$ cat src/rtl/regfile_reader.sv
// -----------------------------------------------------------------------------
// regfile_reader
//   Read side of the 32x32 register file: two registered read ports plus a
//   handshaked dump engine that streams registers DUMP_FIRST..DUMP_LAST to a
//   debug sink, one element per valid/ready transfer.
//
//   Optional feature macro: REGREAD_BYPASS_EN
//     defined   -> a write snooped on we3/wa3/wd3 in the sampling cycle is
//                  forwarded to read ports and dump snapshots.
//     undefined -> reads return regs[] as seen in the sampling cycle.
//
// Parameters:
//   DUMP_FIRST  first register index streamed (default 0)
//   DUMP_LAST   last register index streamed  (default 31)
//
// Ports:
//   clk         system clock, rising edge
//   rst         asynchronous active-low reset
//   regs        current register-file contents [31:0] x 32
//   we3/wa3/wd3 snooped write port of the register file
//   ra1/ra2     read addresses
//   rd1/rd2     registered read data (1-cycle latency)
//   dump_start  single-cycle dump request (ignored while a dump is active)
//   dump_busy   dump in progress (SEND or DONE)
//   dump_valid  dump_addr/dump_data hold a pending element
//   dump_ready  sink accepts the pending element
//   dump_addr   index of pending element
//   dump_data   snapshot value of pending element
//   dump_done   one-cycle pulse after the last element is accepted
// -----------------------------------------------------------------------------
module regfile_reader #(
    parameter int unsigned DUMP_FIRST = 0,
    parameter int unsigned DUMP_LAST  = 31
) (
    input  logic        clk,
    input  logic        rst,
    input  logic [31:0] regs [31:0],
    input  logic        we3,
    input  logic [4:0]  wa3,
    input  logic [31:0] wd3,
    input  logic [4:0]  ra1,
    input  logic [4:0]  ra2,
    output logic [31:0] rd1,
    output logic [31:0] rd2,
    input  logic        dump_start,
    output logic        dump_busy,
    output logic        dump_valid,
    input  logic        dump_ready,
    output logic [4:0]  dump_addr,
    output logic [31:0] dump_data,
    output logic        dump_done
);

    typedef enum logic [1:0] {
        ST_IDLE,
        ST_SEND,
        ST_DONE
    } state_t;

    localparam logic [4:0] FIRST_IDX = 5'(DUMP_FIRST);
    localparam logic [4:0] LAST_IDX  = 5'(DUMP_LAST);

    state_t      state_q, state_d;
    logic [31:0] rd1_q, rd1_d;
    logic [31:0] rd2_q, rd2_d;
    logic [4:0]  dump_addr_q, dump_addr_d;
    logic [31:0] dump_data_q, dump_data_d;

`ifndef REGREAD_BYPASS_EN
    // Snooped write port only matters when forwarding is built in.
    logic unused_snoop;
    assign unused_snoop = ^{we3, wa3, wd3};
`endif

    // Architectural read value: register 0 is hard-wired to zero.
    function automatic logic [31:0] value_of(input logic [4:0] a);
        logic [31:0] v;
        if (a == '0) begin
            v = '0;
        end else begin
            v = regs[a];
`ifdef REGREAD_BYPASS_EN
            if (we3 && (wa3 == a)) begin
                v = wd3;
            end
`endif
        end
        return v;
    endfunction

    always_comb begin
        state_d     = state_q;
        dump_addr_d = dump_addr_q;
        dump_data_d = dump_data_q;
        dump_valid  = 1'b0;
        dump_busy   = 1'b0;
        dump_done   = 1'b0;
        rd1_d       = value_of(ra1);
        rd2_d       = value_of(ra2);

        case (state_q)
            ST_IDLE: begin
                if (dump_start) begin
                    dump_addr_d = FIRST_IDX;
                    dump_data_d = value_of(FIRST_IDX);
                    state_d     = ST_SEND;
                end
            end
            ST_SEND: begin
                dump_valid = 1'b1;
                dump_busy  = 1'b1;
                // Without a transfer the snapshot is held, even if regs moves.
                if (dump_ready) begin
                    if (dump_addr_q == LAST_IDX) begin
                        state_d = ST_DONE;
                    end else begin
                        dump_addr_d = dump_addr_q + 5'd1;
                        dump_data_d = value_of(dump_addr_q + 5'd1);
                    end
                end
            end
            ST_DONE: begin
                dump_busy = 1'b1;
                dump_done = 1'b1;
                state_d   = ST_IDLE;
            end
            default: begin
                state_d = ST_IDLE;
            end
        endcase
    end

    always_ff @(posedge clk or negedge rst) begin
        if (!rst) begin
            state_q     <= ST_IDLE;
            rd1_q       <= '0;
            rd2_q       <= '0;
            dump_addr_q <= '0;
            dump_data_q <= '0;
        end else begin
            state_q     <= state_d;
            rd1_q       <= rd1_d;
            rd2_q       <= rd2_d;
            dump_addr_q <= dump_addr_d;
            dump_data_q <= dump_data_d;
        end
    end

    assign rd1       = rd1_q;
    assign rd2       = rd2_q;
    assign dump_addr = dump_addr_q;
    assign dump_data = dump_data_q;

endmodule

$ cat config.mk
export PLATFORM = sky130hd
export DESIGN_NAME = regfile_reader
export DESIGN_NICKNAME = d
export VERILOG_FILES = /design/src/rtl/regfile_reader.sv
export SDC_FILE = /design/constraint.sdc
export NUM_CORES = 1
export LEC_CHECK = 0
export CORE_AREA = 8 8 454 456
export CTS_CLUSTER_SIZE = 28
export DETAILED_ROUTE_END_ITERATION = 10
export DIE_AREA = 0 0 462 464
export GPL_TIMING_DRIVEN = 0
export PLACE_DENSITY_LB_ADDON = 0.25
export SYNTH_ARGS = -nofsm -noshare
export SYNTH_HDL_FRONTEND = slang
export SYNTH_SLANG_ARGS = --single-unit
$ cat constraint.sdc
create_clock -name clk -period 8.1 [get_ports clk]
set_clock_uncertainty 0.05 [all_clocks]
set_input_delay 0.81 -clock clk [delete_from_list [all_inputs] [get_ports clk]]
set_output_delay 0.81 -clock clk [all_outputs]
set_load 0.01 [all_outputs]
* Word-level counts from Yosys, hierarchy flattened *
Cells that the tools add are included.

word-level totals
  word-level logic and storage cells = 48
  input bits = 1076
  output and inout port bits = 104
  register bits = 103

operators by class
  magnitude comparators = 3
  reductions and logical operators = 8
  add/sub/neg operators = 1
  equality and inequality tests = 7
  muxes and demuxes = 24

operators by type and width
  cell                                                         number
  binary-select mux 32 bit (select 5 bit)                      3
  2-to-1 mux 32 bit                                            9
  case mux 32 bit (2 select lines)                             1
  less-than comparator 5 x 6 -> 1 bit (second input constant)  3
  zero test 5 bit                                              3
  2-to-1 mux 5 bit                                             3
  case mux 5 bit (2 select lines)                              1
  != test 2 bit (second input constant)                        4
  2-to-1 mux 2 bit                                             3
  adder 5 x 1 -> 5 bit (second input constant)                 1
  equality test 5 bit (second input constant)                  1
  case mux 2 bit (2 select lines)                              1
  AND reduction 4 bit                                          1
  2-to-1 mux 1 bit                                             3
  AND reduction 3 bit                                          1
  equality test 2 x 1 -> 1 bit (second input constant)         1
  equality test 2 bit (second input constant)                  1
  zero test 2 bit                                              1
  nonzero test 2 bit                                           1
  OR reduction 2 bit                                           1

* Logic depth before layout (Yosys ltp) *
  depth after elaboration = 7
  mapped depth = 10
  gate-level depth less buffers = 8

* Worst setup path before layout *
OpenSTA, ideal clock, no wires.

  kind = input-to-reg
  from = input ra1[1]
  to = register rd1_q[31], in the netlist rd1[31]
  arrival time = 2581 ps
  slack = 5323 ps
  stages = 7
  path buffers = 3
  path through = clkbuf_1 > clkbuf_1 > buf_2 > mux4_2 > mux4_2 > nand2_1 > o21ai_1

on the way
  longest elaborated chain between the ends = 3

ends and longest elaborated chain
  item                                     line  RTL
  start, declared                          41    input logic [4:0] ra1,
  binary-select mux 32 bit (select 5 bit)  81    v = regs[a];
  2-to-1 mux 32 bit (not written as such)  81
  2-to-1 mux 32 bit (*)                    78    if (a == '0) begin
  via rd1_d[31]                            64    logic [31:0] rd1_q, rd1_d;
  end signal, assigned                     142   rd1_q <= rd1_d;
  end, declared                            64

Mark *: on every way through the listed nets, which the timed path passes. The rest lies on a longest branch. The select of a mux whose other input is x is not followed.
A chain may end at the register's enable or synchronous reset.

* Final worst setup path *
  from = register dump_addr_q[1], in the netlist dump_addr[1]
  to = register dump_data_q[18], in the netlist dump_data[18]

on the way
  longest elaborated chain between the ends = 7

ends and longest elaborated chain
  item                                     line  RTL
  start, declared                          66    logic [4:0] dump_addr_q, dump_addr_d;
  start signal, assigned                   144   dump_addr_q <= dump_addr_d;
  adder 5 x 1 -> 5 bit                     118   dump_data_d = value_of(dump_addr_q + 5'd1);
  binary-select mux 32 bit (select 5 bit)  81
  2-to-1 mux 32 bit (not written as such)  81
  2-to-1 mux 32 bit                        78
  2-to-1 mux 32 bit                        114   if (dump_addr_q == LAST_IDX) begin
  2-to-1 mux 32 bit                        113   if (dump_ready) begin
  case mux 32 bit (2 select lines)         101   case (state_q)
  end signal, assigned                     145   dump_data_q <= dump_data_d;
  end, declared                            67    logic [31:0] dump_data_q, dump_data_d;

Parallel ways exist; a longest one is shown, timed or not. The select of a mux whose other input is x is not followed.

==> flow_metrics.env <==
export IMPL_fin_crit_ns=5.44
export IMPL_reg2reg_setup_slack_ns=2.66
export IMPL_cts_root_buf="clkbuf_16"
export IMPL_grt_max_degree=73
export IMPL_hpwl_mm=255
export IMPL_clkPwrFrac_pct=5.8
export IMPL_rr_worst_depth=9
export IMPL_switchingPower_mw=4.66
export IMPL_htreeDepth=3
export IMPL_clock_sinks=103
export IMPL_cp_end_kind="flop"
export IMPL_max_slew_margin_pct=-1.39
export IMPL_cap_violations=1
export IMPL_arrival_ns=5.75
export IMPL_critPathKind="flop to flop"
export IMPL_synthCells=1754
export IMPL_first_global_vias=29700
export IMPL_post_synth_top_count_cell="mux4_2"
export IMPL_die_y_um=464
export IMPL_hold_violations=0
export IMPL_ys_warn_count=0
export IMPL_core_sq_um=199000
export IMPL_tightest_slew_ns=1.52
export IMPL_r2r_start="dump_addr[1]"
export IMPL_yosysTopAreaCell="mux4_2"
export IMPL_firstDrtPassIters=6
export IMPL_stdcell_count=5662
export IMPL_totalWireLength_mm=301
export IMPL_vdd_drop_max_mv=0.159
export IMPL_setup_viol=0
export IMPL_grt_usage_pct=26.8
export IMPL_grt_pass1_wl_mm=369
export IMPL_cts_hold_buffers=0
export IMPL_avgViaCountPerCell=5.31
export IMPL_ys_seq_area_share_pct=9.40
export IMPL_fmax_mhz=184
export IMPL_hold_ws_ns=0.248
export IMPL_path_max_fanout=11
export IMPL_synth_top_area_share_pct=73.6
export IMPL_placedCellCount=5551
export IMPL_seqPwrFrac_pct=8.1
export IMPL_p_int_mw=3.86
export IMPL_r2r_end="dump_data[18]"
export IMPL_synth_fp_nets=2838
export IMPL_fin_crit_sh_pct=67.1
export IMPL_p_per_area_nw_per_um2=199
export IMPL_synth_commonest_cells="mux4_2, buf_2, nand2_1"
export IMPL_detail_route_antenna_nets=0
export IMPL_place_congestion=0.927
export IMPL_synthFlopType="dfrtp_1"
export IMPL_cts_setup_buffers=0
export IMPL_pwr_share_comb_pct=86.1
export IMPL_outcome="complete, but fails checks"
export IMPL_synth_edff_count=0
export IMPL_rsz0062_at_grt="false"
export IMPL_drcViolationCount=0
export IMPL_rows=164
export IMPL_cts_tree="done"
export IMPL_synthArstFlopShare_pct=100
export IMPL_numCtsBuffers=9
export IMPL_die_width_um=462
export IMPL_start_kind="flop"
export IMPL_synthTopCellsByArea="mux4_2, dfrtp_1, mux2_2"
export IMPL_clk_path_buf_depth=2
export IMPL_io_buffer_count=1135
export IMPL_worstHoldPathType="input pin to asynchronous set/reset pin"
export IMPL_p_sw_share_pct=54.6
export IMPL_drive_gt1_share_pct=41.4
export IMPL_synth_seq_cells=103
export IMPL_drtIter0Drc=4195
export IMPL_wl_per_cell_um=53.2
export IMPL_post_route_util_pct=21.5
export IMPL_fin_setup_tns_ns=0
export IMPL_num_vias=30100
export IMPL_syn_area_per_cell_sq_um=15.6
export IMPL_area_growth_syn_to_layout_pct=55.9
export IMPL_violations="capacitance limit, slew limit"
export IMPL_clkLatencyLatePin_ns=0.42
export IMPL_antenna_found_initial=175
export IMPL_overflow=0
export IMPL_ys_types=43
export IMPL_crit_required_ns=8.41
export IMPL_die_area_sq_um=214000
export IMPL_initial_core_util_pct=13.8
export IMPL_clkTransAtPathRegs_ns=0.10
export IMPL_cts_resized=0
export IMPL_slew_viol_final=11
export IMPL_syn_cell_area_sq_um=27400
export IMPL_p_total_mw=8.52
export IMPL_nets=3990
export IMPL_p_leak_nw=13.8
export IMPL_ioPinCount=1180
-- worst max path at each step --
stage,from,endpoint,depth (start not counted)
6_report,dump_addr[1],dump_data[18],9
5_1_grt,dump_addr[1],dump_data[18],9
4_1_cts,dump_addr[1],dump_data[18],9
3_5_place_dp,dump_ready,dump_data[18],7
3_3_place_gp,rst,state_q[0],1
2_1_floorplan,ra1[1],rd1[31],7
-- stage by stage --
| stage | worst slack, ns | cell area [sq um] |
|---|---|---|
| after floorplan | 5.32 | 27400 |
| after global placement | 0.472 | 42100 |
| after detailed placement | 2.71 | 42200 |
| after CTS | 2.77 | 42500 |
| after global routing | 2.63 | 42600 |
| final | 2.66 | 42800 |
-- registers in the layout, indices dropped and copies added (netlist names) --
signal / flops
rd1: 32
state_q: 2
dump_addr: 5
rd2: 32
dump_data: 32
-- cells in the final DEF, fill, tap and decap left out, types with 17 or more instances in the layout --
master / synthesis / routed
clkdlybuf4s50_1: 0 / 1134
mux4_2: 896 / 896
buf_2: 147 / 148
nand2_1: 121 / 121
dfrtp_1: 103 / 103
diode_2: 0 / 95
mux2_2: 78 / 78
inv_1: 69 / 69
o21ai_1: 67 / 67
clkbuf_1: 52 / 41
buf_4: 24 / 27
buf_6: 17 / 18
nor2b_1: 17 / 17
-- cell families after synthesis --
logic type	after synthesis	share of synthesized area [%]
flip-flops	103	9.40
buffers and inverters	317	5.80
multiplexers	977	76.9
AO/OA/AOI/OAI	191	4.92
AND/OR/NAND/NOR	155	2.40
adder cells (fa/ha/maj)	8	0.365
XOR/XNOR	3	0.219
-- power by group through the flow --
stage | clock (mW) | combinational [mW] | sequential, mW
floorplan | 0 | 3.39 | 0.738
global route | 0.518 | 7.48 | 0.703
detailed placement | 0 | 7.32 | 0.704
CTS | 0.513 | 7.35 | 0.693
finish | 0.494 | 7.33 | 0.694
global placement | 0 | 7.30 | 0.703
-- final cells by class --
type                            count  area (sq um)
Fill cell                       21400        156000
Multi-Input combinational cell   1334         23300
Timing Repair Buffer             1141         11500
Tap cell                         2656          3320
Sequential cell                   103          2580
Buffer                            247          1350
Inverter                           70           263
Clock buffer                       11           243
Antenna cell                       95           238
Clock inverter                      5          42.5
-- layer usage --
metal	track usage [%]	up-vias	wire length [um]
li1	-	10600	-
met1	33.6	16500	120000
met2	43.7	2434	141000
met3	8.82	464	29900
met4	8.01	108	9460
met5	0	-	702
-- worst max-delay path, stage by stage (launching register included) --
cell and delay, ns:
dfrtp_1 0.49, ha_1 0.32, buf_4 0.28, buf_4 0.35, buf_4 0.43, clkbuf_1 1.06, buf_2 0.74, nand2_1 0.11
a31oi_1 1.13, a221o_1 0.32
No activity file was read; power rests on OpenSTA's default activity.
==> RTL edit: new RTL, same flow settings <==
Take the reset off `dump_data_q` and load it in a clocked block of its own.
--- a/src/rtl/regfile_reader.sv
+++ b/src/rtl/regfile_reader.sv
@@ -138,3 +138,2 @@
             dump_addr_q <= '0;
-            dump_data_q <= '0;
         end else begin
@@ -144,4 +143,7 @@
             dump_addr_q <= dump_addr_d;
-            dump_data_q <= dump_data_d;
         end
+    end
+
+    always_ff @(posedge clk) begin
+        dump_data_q <= dump_data_d;
     end
Behaviour: differs if rst is asserted again (counterexample within 4 cycles, from zero or initial values and one cycle with rst low); with rst held inactive, the same outputs for 4 cycles.
==> RTL edit against the original RTL <==
- the flow still finishes with violations (max-capacitance violations, max-slew violations)
- sequential cell count did not move
- total power rose by 8.3%
- setup slack improved by 0.47 ns
- synthesized area rose by 2.6%
- count of clock-buffer cells in the layout did not move
- routed wire length rose by 14%
- design area rose by 2.2%
- die area did not move
==> RTL edit: results (changes against the original RTL) <==
** Status
- Run status: finished with violations (unchanged).
- Failing checks :: max-capacitance violations, max-slew violations (unchanged)

** Drt
- The number of iterations in the first detailed-routing pass came to 5 (was 6).
- Drt total wl :: 344000 µm (was 301000 µm)
- The starting DRC count in detailed routing was 4155 (was 4195).

** Worst setup path
- The worst setup path startpoint is ra1[1] (was dump_addr[1]).
- Worst Path Arrival :: 5.20 ns (was 5.75 ns)
- The number of cell instances on the worst register-to-register path was 7 (was 9).

** Logic synthesis
- The fraction of post-synthesis cell area in the top cell type by area was 51.0% (was 73.6%).
- Seq/Total Area, Yosys :: 9.73% (was 9.40%)
- Largest cells by area after synthesis :: mux4_2, mux2i_1, mux2_2 (was mux4_2, dfrtp_1, mux2_2)
- Most frequent cells after synthesis :: mux4_2, mux2i_1, mux2_2 (was mux4_2, buf_2, nand2_1)
- Distinct cell type count of the synthesized netlist :: 49 (was 43)

** Finish
- The register area came to 0.00274 mm² (was 0.00258 mm²).
- Filler cell count :: 21532 (was 21422)
- The share of final-layout standard cells stronger than drive strength 1 is 31.9% (was 41.4%).

** Power and ir drop
- The leakage dissipation is 14.3 nW (was 13.8 nW).
- The worst supply voltage drop on vdd is 0.196 mV (was 0.159 mV).

** GRT
- Number of antenna violations at the first check in global routing :: 255 (was 175)
- Maximum number of pins on one net before global-route repair :: 51 (was 73)
- Number of global-route vias before repair :: 33800 (was 29748)

** STA
- Slew at the pin closest to its max-slew limit :: 1.60 ns (was 1.52 ns)
- The total count of max-transition violations in the final report came to 44 (was 11).

** Clock network
- The worst-skew pair later-pin latency is 0.48 ns (was 0.42 ns).

** Placed design
- Detailed placer's ending HPWL :: 289000 µm (was 255000 µm)
- Area of placed instances :: 0.0431 mm² (was 0.0422 mm²)
- The number of buffers added on ports is 1136 (was 1135).

** Run
- The total of max-cap violations came to 5 (was 1).
RTL edit: cell types whose count changed in the layout (fill, tap and decap cells not counted), sizes merged, moves of 58 or more:
cell,delta
inv,-60
o22ai,+59
nand3,+104
a22oi,+80
mux4,-259
o21ai,-71
nand2,-97
a21oi,+58
mux2i,+302
mux2,+85
RTL edit: how the worst min path moves through the flow:
stage                     slack, ns      endpoint  depth (start not counted)          from
after floorplan                0.46  dump_addr[0]                          0           rst
final                          0.14        rd2[5]                          1           rst
after global placement         0.48  dump_addr[4]                          1  dump_addr[4]
after detailed placement       0.49  dump_addr[4]                          1  dump_addr[4]
after global routing           0.13        rd2[5]                          1           rst
after CTS                      0.12  dump_addr[2]                          1           rst
RTL edit: power by group:
group	leakage (nW)	internal [mW]	switching [mW]
Sequential	1.14	0.709	0.0786
Clock	0.166	0.293	0.368
Combinational	13.0	3.35	4.43
Total	14.3	4.35	4.87
RTL edit: layer usage:
metal / vias to the layer above / share of wire, % / track usage, %
li1: 12170 / - / -
met2: 2973 / 46 / 49.2
met4: 116 / 6.9 / 17.8
met3: 737 / 9.8 / 10.9
met5: - / 0.21 / 0
met1: 17875 / 37 / 34.9
RTL edit: cell families (layout without fill, tap and decap cells):
logic type	after synthesis	after routing	share of synthesized area, %
mux	1105	1105	68.4
compound gates	407	407	11.1
xor+xnor	3	3	0.0934
buf+inv	306	1467	5.84
other cells	0	115	0
fa+ha+maj	7	7	0.311
flops	103	103	9.73
simple gates	236	236	4.55
RTL edit: through the flow:
stage,instances,worst slack [ns]
floorplan,2167,3.57
global placement,5959,-1.56
detailed placement,5968,2.64
CTS,5984,3.19
global route,6044,3.29
finish,6099,3.13
RTL edit: area by class of cell:
class,count,share of cell area (%)
tap,2656,7.60
sequential,103,6.26
inverter,8,0.0687
antenna,115,0.658
clock inverter,5,0.177
multi-input combinational,1758,54.5
timing repair buffer,1145,26.4
clock buffer,11,0.581
buffer,298,3.77
RTL edit: worst max-delay path, cell delays in order:
cell and delay [ns]:
clkdlybuf4s50_1 0.42, buf_4 0.20, buf_2 0.40, nand3b_1 0.84, buf_2 0.82, o22ai_1 0.21, a2111oi_2 1.26, a211oi_1 0.18
